--- config.mk ---
export PLATFORM = sky130hd
export DESIGN_NAME = regs_wb_sched
export DESIGN_NICKNAME = d
export VERILOG_FILES = /design/src/rtl/regs_pkg.sv /design/src/rtl/wb_fifo2w.sv /design/src/rtl/regs_wb_sched.sv
export SDC_FILE = /design/constraint.sdc
export NUM_CORES = 1
export LEC_CHECK = 0
export BUFFER_PORTS_ARGS = -buffer_cell sky130_fd_sc_hd__buf_2
export CAP_MARGIN = 20
export CORE_ASPECT_RATIO = 1.2
export CORE_MARGIN = 2
export CORE_UTILIZATION = 30
export CTS_BUF_LIST = sky130_fd_sc_hd__clkbuf_2 sky130_fd_sc_hd__clkbuf_4 sky130_fd_sc_hd__clkbuf_8
export DETAILED_ROUTE_END_ITERATION = 8
export GPL_TIMING_DRIVEN = 0
export PLACE_DENSITY_LB_ADDON = 0.3
export SYNTH_ARGS = -nofsm -noshare
export SYNTH_HDL_FRONTEND = slang
export SYNTH_SLANG_ARGS = --single-unit
--- constraint.sdc ---
create_clock -name clk -period 5.95 [get_ports clk]
set_input_delay 0.2975 -clock clk [delete_from_list [all_inputs] [get_ports clk]]
set_output_delay 0.2975 -clock clk [all_outputs]
set_load 0.1 [all_outputs]
--- src/rtl/regs_pkg.sv ---
// Shared types and sizes for the integer register file write-back path.
package regs_pkg;

    localparam int XLEN  = 64;
    localparam int AW    = 5;
    localparam int NREGS = 32;

    typedef struct packed {
        logic [AW-1:0]   waddr;
        logic [XLEN-1:0] wdata;
    } wb_req_t;

endpackage

--- src/rtl/wb_fifo2w.sv ---
// In-order write-back queue with two write ports (port 0 is older) and one read port.
// The entry array and valid bits are exported so the parent can build its pending mask.
module wb_fifo2w
    import regs_pkg::*;
#(
    parameter int DEPTH = 4
) (
    input  logic                       clk,
    input  logic                       rst,
    input  logic                       push0_i,
    input  wb_req_t                    req0_i,
    input  logic                       push1_i,
    input  wb_req_t                    req1_i,
    input  logic                       pop_i,
    output wb_req_t                    head_o,
    output logic [$clog2(DEPTH):0]     count_o,
    output logic [DEPTH-1:0]           valid_o,
    output wb_req_t                    entries_o [DEPTH]
);

    localparam int PW = $clog2(DEPTH);
    localparam int CW = PW + 1;

    logic [PW-1:0]    wr_ptr_q, wr_ptr_d;
    logic [PW-1:0]    rd_ptr_q, rd_ptr_d;
    logic [CW-1:0]    count_q, count_d;
    logic [DEPTH-1:0] valid_q, valid_d;
    wb_req_t          mem_q [DEPTH];

    logic             do_pop;
    logic             we_a, we_b;
    logic [PW-1:0]    slot_a, slot_b;
    wb_req_t          data_a, data_b;

    // Port A takes the oldest accepted request; port B is only used for a double push.
    always_comb begin
        do_pop   = pop_i && (count_q != '0);
        we_a     = push0_i || push1_i;
        we_b     = push0_i && push1_i;
        slot_a   = wr_ptr_q;
        slot_b   = wr_ptr_q + PW'(1);
        data_a   = push0_i ? req0_i : req1_i;
        data_b   = req1_i;
        wr_ptr_d = wr_ptr_q + PW'(we_a) + PW'(we_b);
        rd_ptr_d = rd_ptr_q + PW'(do_pop);
        count_d  = count_q + CW'(we_a) + CW'(we_b) - CW'(do_pop);
        valid_d  = valid_q;
        if (do_pop) valid_d[rd_ptr_q] = 1'b0;
        if (we_a)   valid_d[slot_a]   = 1'b1;
        if (we_b)   valid_d[slot_b]   = 1'b1;
    end

    // NOTE: sequential state uses non-blocking assignments so every flop samples pre-edge values.
    always_ff @(posedge clk) begin
        if (!rst) begin
            wr_ptr_q <= '0;
            rd_ptr_q <= '0;
            count_q  <= '0;
            valid_q  <= '0;
        end else begin
            wr_ptr_q <= wr_ptr_d;
            rd_ptr_q <= rd_ptr_d;
            count_q  <= count_d;
            valid_q  <= valid_d;
        end
    end

    // NOTE: storage is deliberately not reset; valid_q alone decides which entries mean anything.
    always_ff @(posedge clk) begin
        if (we_a) mem_q[slot_a] <= data_a;
        if (we_b) mem_q[slot_b] <= data_b;
    end

    assign head_o    = mem_q[rd_ptr_q];
    assign count_o   = count_q;
    assign valid_o   = valid_q;
    assign entries_o = mem_q;

endmodule

--- src/rtl/regs_wb_sched.sv ---
// Write-back scheduler: arbitrates LSU/EX write requests into an in-order queue and
// drains one write per cycle onto the register file port, exporting a pending mask.
module regs_wb_sched
    import regs_pkg::*;
#(
    parameter int DEPTH = 4,
    parameter int XLEN  = regs_pkg::XLEN,
    parameter int AW    = regs_pkg::AW
) (
    input  logic                   clk,
    input  logic                   rst,
    input  logic                   lsu_valid_i,
    output logic                   lsu_ready_o,
    input  logic [AW-1:0]          lsu_waddr_i,
    input  logic [XLEN-1:0]        lsu_wdata_i,
    input  logic                   ex_valid_i,
    output logic                   ex_ready_o,
    input  logic [AW-1:0]          ex_waddr_i,
    input  logic [XLEN-1:0]        ex_wdata_i,
    output logic                   reg_wen_o,
    output logic [AW-1:0]          reg_waddr_o,
    output logic [XLEN-1:0]        reg_wdata_o,
    output logic [31:0]            pending_o,
    output logic [$clog2(DEPTH):0] count_o,
    output logic                   empty_o
);

    localparam int CW = $clog2(DEPTH) + 1;

    logic [CW-1:0]    count;
    logic [CW-1:0]    free;
    logic [DEPTH-1:0] valid;
    wb_req_t          entries [DEPTH];
    wb_req_t          head;
    wb_req_t          req0, req1;
    logic             lsu_push, ex_push, pop;

    logic             reg_wen_q, reg_wen_d;
    logic [AW-1:0]    reg_waddr_q, reg_waddr_d;
    logic [XLEN-1:0]  reg_wdata_q, reg_wdata_d;

    // Readies look only at registered occupancy; EX yields a slot when the older LSU is also asking.
    always_comb begin
        free        = CW'(DEPTH) - count;
        lsu_ready_o = rst && (free >= CW'(1));
        ex_ready_o  = rst && (lsu_valid_i ? (free >= CW'(2)) : (free >= CW'(1)));
        lsu_push    = lsu_valid_i && lsu_ready_o && (lsu_waddr_i != '0);
        ex_push     = ex_valid_i && ex_ready_o && (ex_waddr_i != '0);
        req0        = '{waddr: lsu_waddr_i, wdata: lsu_wdata_i};
        req1        = '{waddr: ex_waddr_i, wdata: ex_wdata_i};
        pop         = (count != '0);
    end

    wb_fifo2w #(.DEPTH(DEPTH)) u_fifo (
        .clk       (clk),
        .rst       (rst),
        .push0_i   (lsu_push),
        .req0_i    (req0),
        .push1_i   (ex_push),
        .req1_i    (req1),
        .pop_i     (pop),
        .head_o    (head),
        .count_o   (count),
        .valid_o   (valid),
        .entries_o (entries)
    );

    // Address/data hold their last value when idle so the port only toggles on real writes.
    always_comb begin
        reg_wen_d   = pop;
        reg_waddr_d = pop ? head.waddr : reg_waddr_q;
        reg_wdata_d = pop ? head.wdata : reg_wdata_q;
    end

    always_ff @(posedge clk) begin
        if (!rst) begin
            reg_wen_q   <= 1'b0;
            reg_waddr_q <= '0;
            reg_wdata_q <= '0;
        end else begin
            reg_wen_q   <= reg_wen_d;
            reg_waddr_q <= reg_waddr_d;
            reg_wdata_q <= reg_wdata_d;
        end
    end

    // NOTE: every variable in this block gets a default first, so no latch can be inferred.
    always_comb begin
        pending_o = '0;
        for (int i = 0; i < DEPTH; i++) begin
            if (valid[i]) pending_o[entries[i].waddr] = 1'b1;
        end
        pending_o[0] = 1'b0;
    end

    assign reg_wen_o   = reg_wen_q;
    assign reg_waddr_o = reg_waddr_q;
    assign reg_wdata_o = reg_wdata_q;
    assign count_o     = count;
    assign empty_o     = (count == '0);

endmodule

==> flow_summary.yaml <==
hold_path:
  hold_path.class: "input port to register"
  hold_depth: 4
yosys:
  yosysTopAreaCell: "dfxtp_1"
  syn-num-nets: 2612
  synth-edff-count: 0
  synth_area_leaders: "dfxtp_1 (36%), o22a_1 (12%), a211oi_1 (10%), mux4_2 (7.7%), nor3_1 (7.0%)"
  ys_seq_area_share_pct: 35.6
  netlist_area_sq_mm: 0.0201
  ys_dominant_reg_cell: "dfxtp_1"
  ys_seq_elements: 357
  yosysUniqueCellTypes: 47
  synth_top_cell_area_share_pct: 35.6
  syn_inst: 2461
  async_reset_ff_share_pct: 0
  yosysWarnings: 0
  syn_area_per_cell_sq_um: 8.17
power:
  leakagePower_nw: 8.73
  powerDensity_mw_per_mm2: 595
  ir_drop_uv: 446
sta:
  tightest_slew_ns: 1.16
  finalSetupViolCount: 0
  layout_min_cycle_time_ns: 4.43
  slew_headroom_pct: 22.8
  max_freq_mhz: 226
  clock-skew-final_ns: 0.0359
  min_period_over_period_pct: 74.4
  finalHoldViolCount: 0
  rsz0062_at_grt: "no"
  finalSetupTns_ns: 0
  drv_slew: 0
routing:
  routed_wl_microns: 86000
  post_drt_via_cell_ratio: 5.53
  drcViolationCount: 0
  vias: 20991
  antenna_left: 0
  first_pass_iters: 6
  drt_iter0_markers: 1766
  routedWlPerCell_microns: 22.6
cells_and_area:
  nNetsFinal: 2998
  synthToLayoutAreaGrowth_pct: 22.9
  fillers: 6911
  final_layout_size_suffix_gt1_share_pct: 17.9
  post-route-util_pct: 37.4
cts:
  clock_latency_ns: 0.68
  cts_tree: "done"
  ctsResizeCount: 0
  htreeDepth: 3
  root_buffer: "clkbuf_8"
  cts_max_path_buffers: 3
  cts_made_buffers: 66
  post_cts_buffers: 0
  clock-sinks: 357
  cts.clk_slew.worst_paths_ns: 0.06
  ctsHoldBuffers: 69
critical_path:
  crit_path_cell_trace: "inv_1 > ha_1 > ha_1 > or4b_1 > o211ai_4 > o21ai_0 > inv_2 > clkbuf_1 > ha_1 > fa_1 > inv_1 > fa_1 > and2_1"
  path_depth: 13
  critPathKind: "register to register"
  end_kind: "register"
  startpoint_type: "register"
  crit_family: "adder cells"
  cp_num_buf_inv: 4
  worst_r2r_path_depth: 13
  max_stage_delay_ns: 0.56
  worstPathRequired_ns: 6.51
  timing.critical_path.fanout_max: 10
  cp.arrival_ns: 4.98
  cp_slowest_cell: "o211ai_4"
  ff2ff_setup_slack_ns: 1.52
  cp_common_cell: "ha_1"
floorplanning:
  dieHeight_microns: 288
  die_x_microns: 240
  dieArea_sq_mm: 0.0691
  pin_count: 250
  core_region_area_sq_mm: 0.0661
  start_util_pct: 30.4
  fp-row-count: 103
flow_run:
  cap_violations: 0
placed_design:
  gp_congestion: 0.937
  dp_hpwl_microns: 59600
  port_buffers: 248
grt:
  antenna_found_initial: 16
  grt_pass1_wl_microns: 128000
  grt_pass1_vias: 20353
  gr-total-overflow: 0
  grt_max_degree: 12
  grt_use_total_pct: 24.5
outcome:
  status: "completed"
==> kinds of logic after synthesis <==
family                     share of synthesized area, %
AOI/OAI and AO/OA                                  28.1
xor gates and xnor gates                          0.174
adders and majority gates                         0.672
buffers and inverters                              10.2
DFF                                                35.6
muxes                                              7.73
other                                            0.0187
and+or+nand+nor                                    17.6
==> through the flow <==
step	total power, mW	std cells	instance area (sq um)	hold slack (ns)	worst slack (ns)
4_1_cts	14.7	3789	24700	0.119	1.52
5_1_grt	15.5	3797	24700	0.157	1.22
3_5_place_dp	11.9	3602	22500	0.460	1.53
2_1_floorplan	9.72	2461	20100	0.406	1.45
3_3_place_gp	11.9	3601	22500	0.461	1.24
6_report	14.7	3799	24700	0.152	1.52
==> worst paths after layout <==
path / start / end
max reg2reg: u_fifo.count_o[1]$_SDFF_PN0_ / u_fifo.count_o[1]$_SDFF_PN0_
min: lsu_wdata_i[2] / u_fifo.entries_o[140]$_DFF_P_
min reg2reg: reg_wdata_o[3]$_SDFFE_PN0N_ / reg_wdata_o[3]$_SDFFE_PN0N_
max: u_fifo.count_o[1]$_SDFF_PN0_ / u_fifo.count_o[1]$_SDFF_PN0_
==> cell usage after synthesis, types with 2 or more instances <==
cell	n
nor2b_1	7
fa_1	3
a31o_2	4
o21ai_0	10
a221oi_1	2
inv_1	288
or2_2	2
xnor2_1	3
buf_2	59
and2_1	8
buf_1	14
o21a_1	2
a22oi_1	11
a21boi_0	69
o211ai_1	3
o22a_1	272
or3_1	7
a221o_1	14
a21oi_2	4
or4_1	2
nor2_1	290
o32ai_1	2
a211oi_1	272
ha_1	6
nand3_1	20
buf_4	4
o221ai_1	14
o22ai_1	10
a21oi_1	10
clkbuf_1	153
and3_1	13
nand2_1	158
dfxtp_1	357
nor3_1	282
inv_2	2
nor4_2	4
mux4_2	69
a32oi_1	2
==> where the power goes <==
part / leakage, nW / total, mW / switching, mW / internal, mW
logic: 5.02 / 8.13 / 5.65 / 2.48
registers: 2.94 / 3.89 / 0.610 / 3.28
clock network: 0.775 / 2.68 / 1.15 / 1.53
==> registers in the layout (all words and copies together) (netlist names) <==
signal	count
u_fifo.entries_o	276
u_fifo.valid_o	4
u_fifo.slot_a	2
reg_waddr_o	5
u_fifo.rd_ptr_q	2
reg_wdata_o	64
u_fifo.count_o	3
reg_wen_o	1
==> layout make-up <==
| cell class | count | area (sq um) | share of cell area, % |
|---|---|---|---|
| multi-input combinational | 1584 | 10900 | 44.3 |
| sequential | 357 | 7150 | 28.9 |
| antenna | 10 | 25.0 | 0.101 |
| clock buffer | 105 | 1350 | 5.44 |
| inverter | 290 | 1090 | 4.41 |
| buffer | 230 | 953 | 3.86 |
| clock inverter | 13 | 134 | 0.542 |
| tap | 892 | 1120 | 4.52 |
| timing repair buffer | 318 | 1950 | 7.88 |
==> worst register-to-register path, stage by stage (launching register included) <==
cell	delay, ns
dfxtp_1	0.41
inv_1	0.11
ha_1	0.19
ha_1	0.28
or4b_1	0.55
o211ai_4	0.56
o21ai_0	0.23
inv_2	0.14
clkbuf_1	0.46
ha_1	0.36
fa_1	0.40
inv_1	0.08
fa_1	0.39
and2_1	0.16
==> layout by cell type (no fill, tap or decap), types with 14 or more instances in the layout <==
master	n
clkbuf_4	16
nand2_1	158
clkbuf_1	152
a21boi_0	69
inv_1	288
clkbuf_8	89
o221ai_1	14
nor3_1	282
nand3_1	20
o22a_1	272
dfxtp_1	357
dlygate4sd3_1	69
a221o_1	14
nor2_1	290
mux4_2	69
buf_1	14
a211oi_1	272
buf_2	307
==> layer usage <==
| layer | track usage (%) | routed length [microns] | part of all wire, % | vias to the layer above |
|---|---|---|---|---|
| met4 | 11.4 | 3530 | 4.1 | 12 |
| met5 | 0 | 75 | 0.087 | - |
| met2 | 40.8 | 41000 | 48 | 1072 |
| li1 | - | - | - | 9677 |
| met1 | 30.3 | 34300 | 40 | 10032 |
| met3 | 4.72 | 7090 | 8.2 | 198 |
Note: power is estimated with default switching activity, not from simulation.
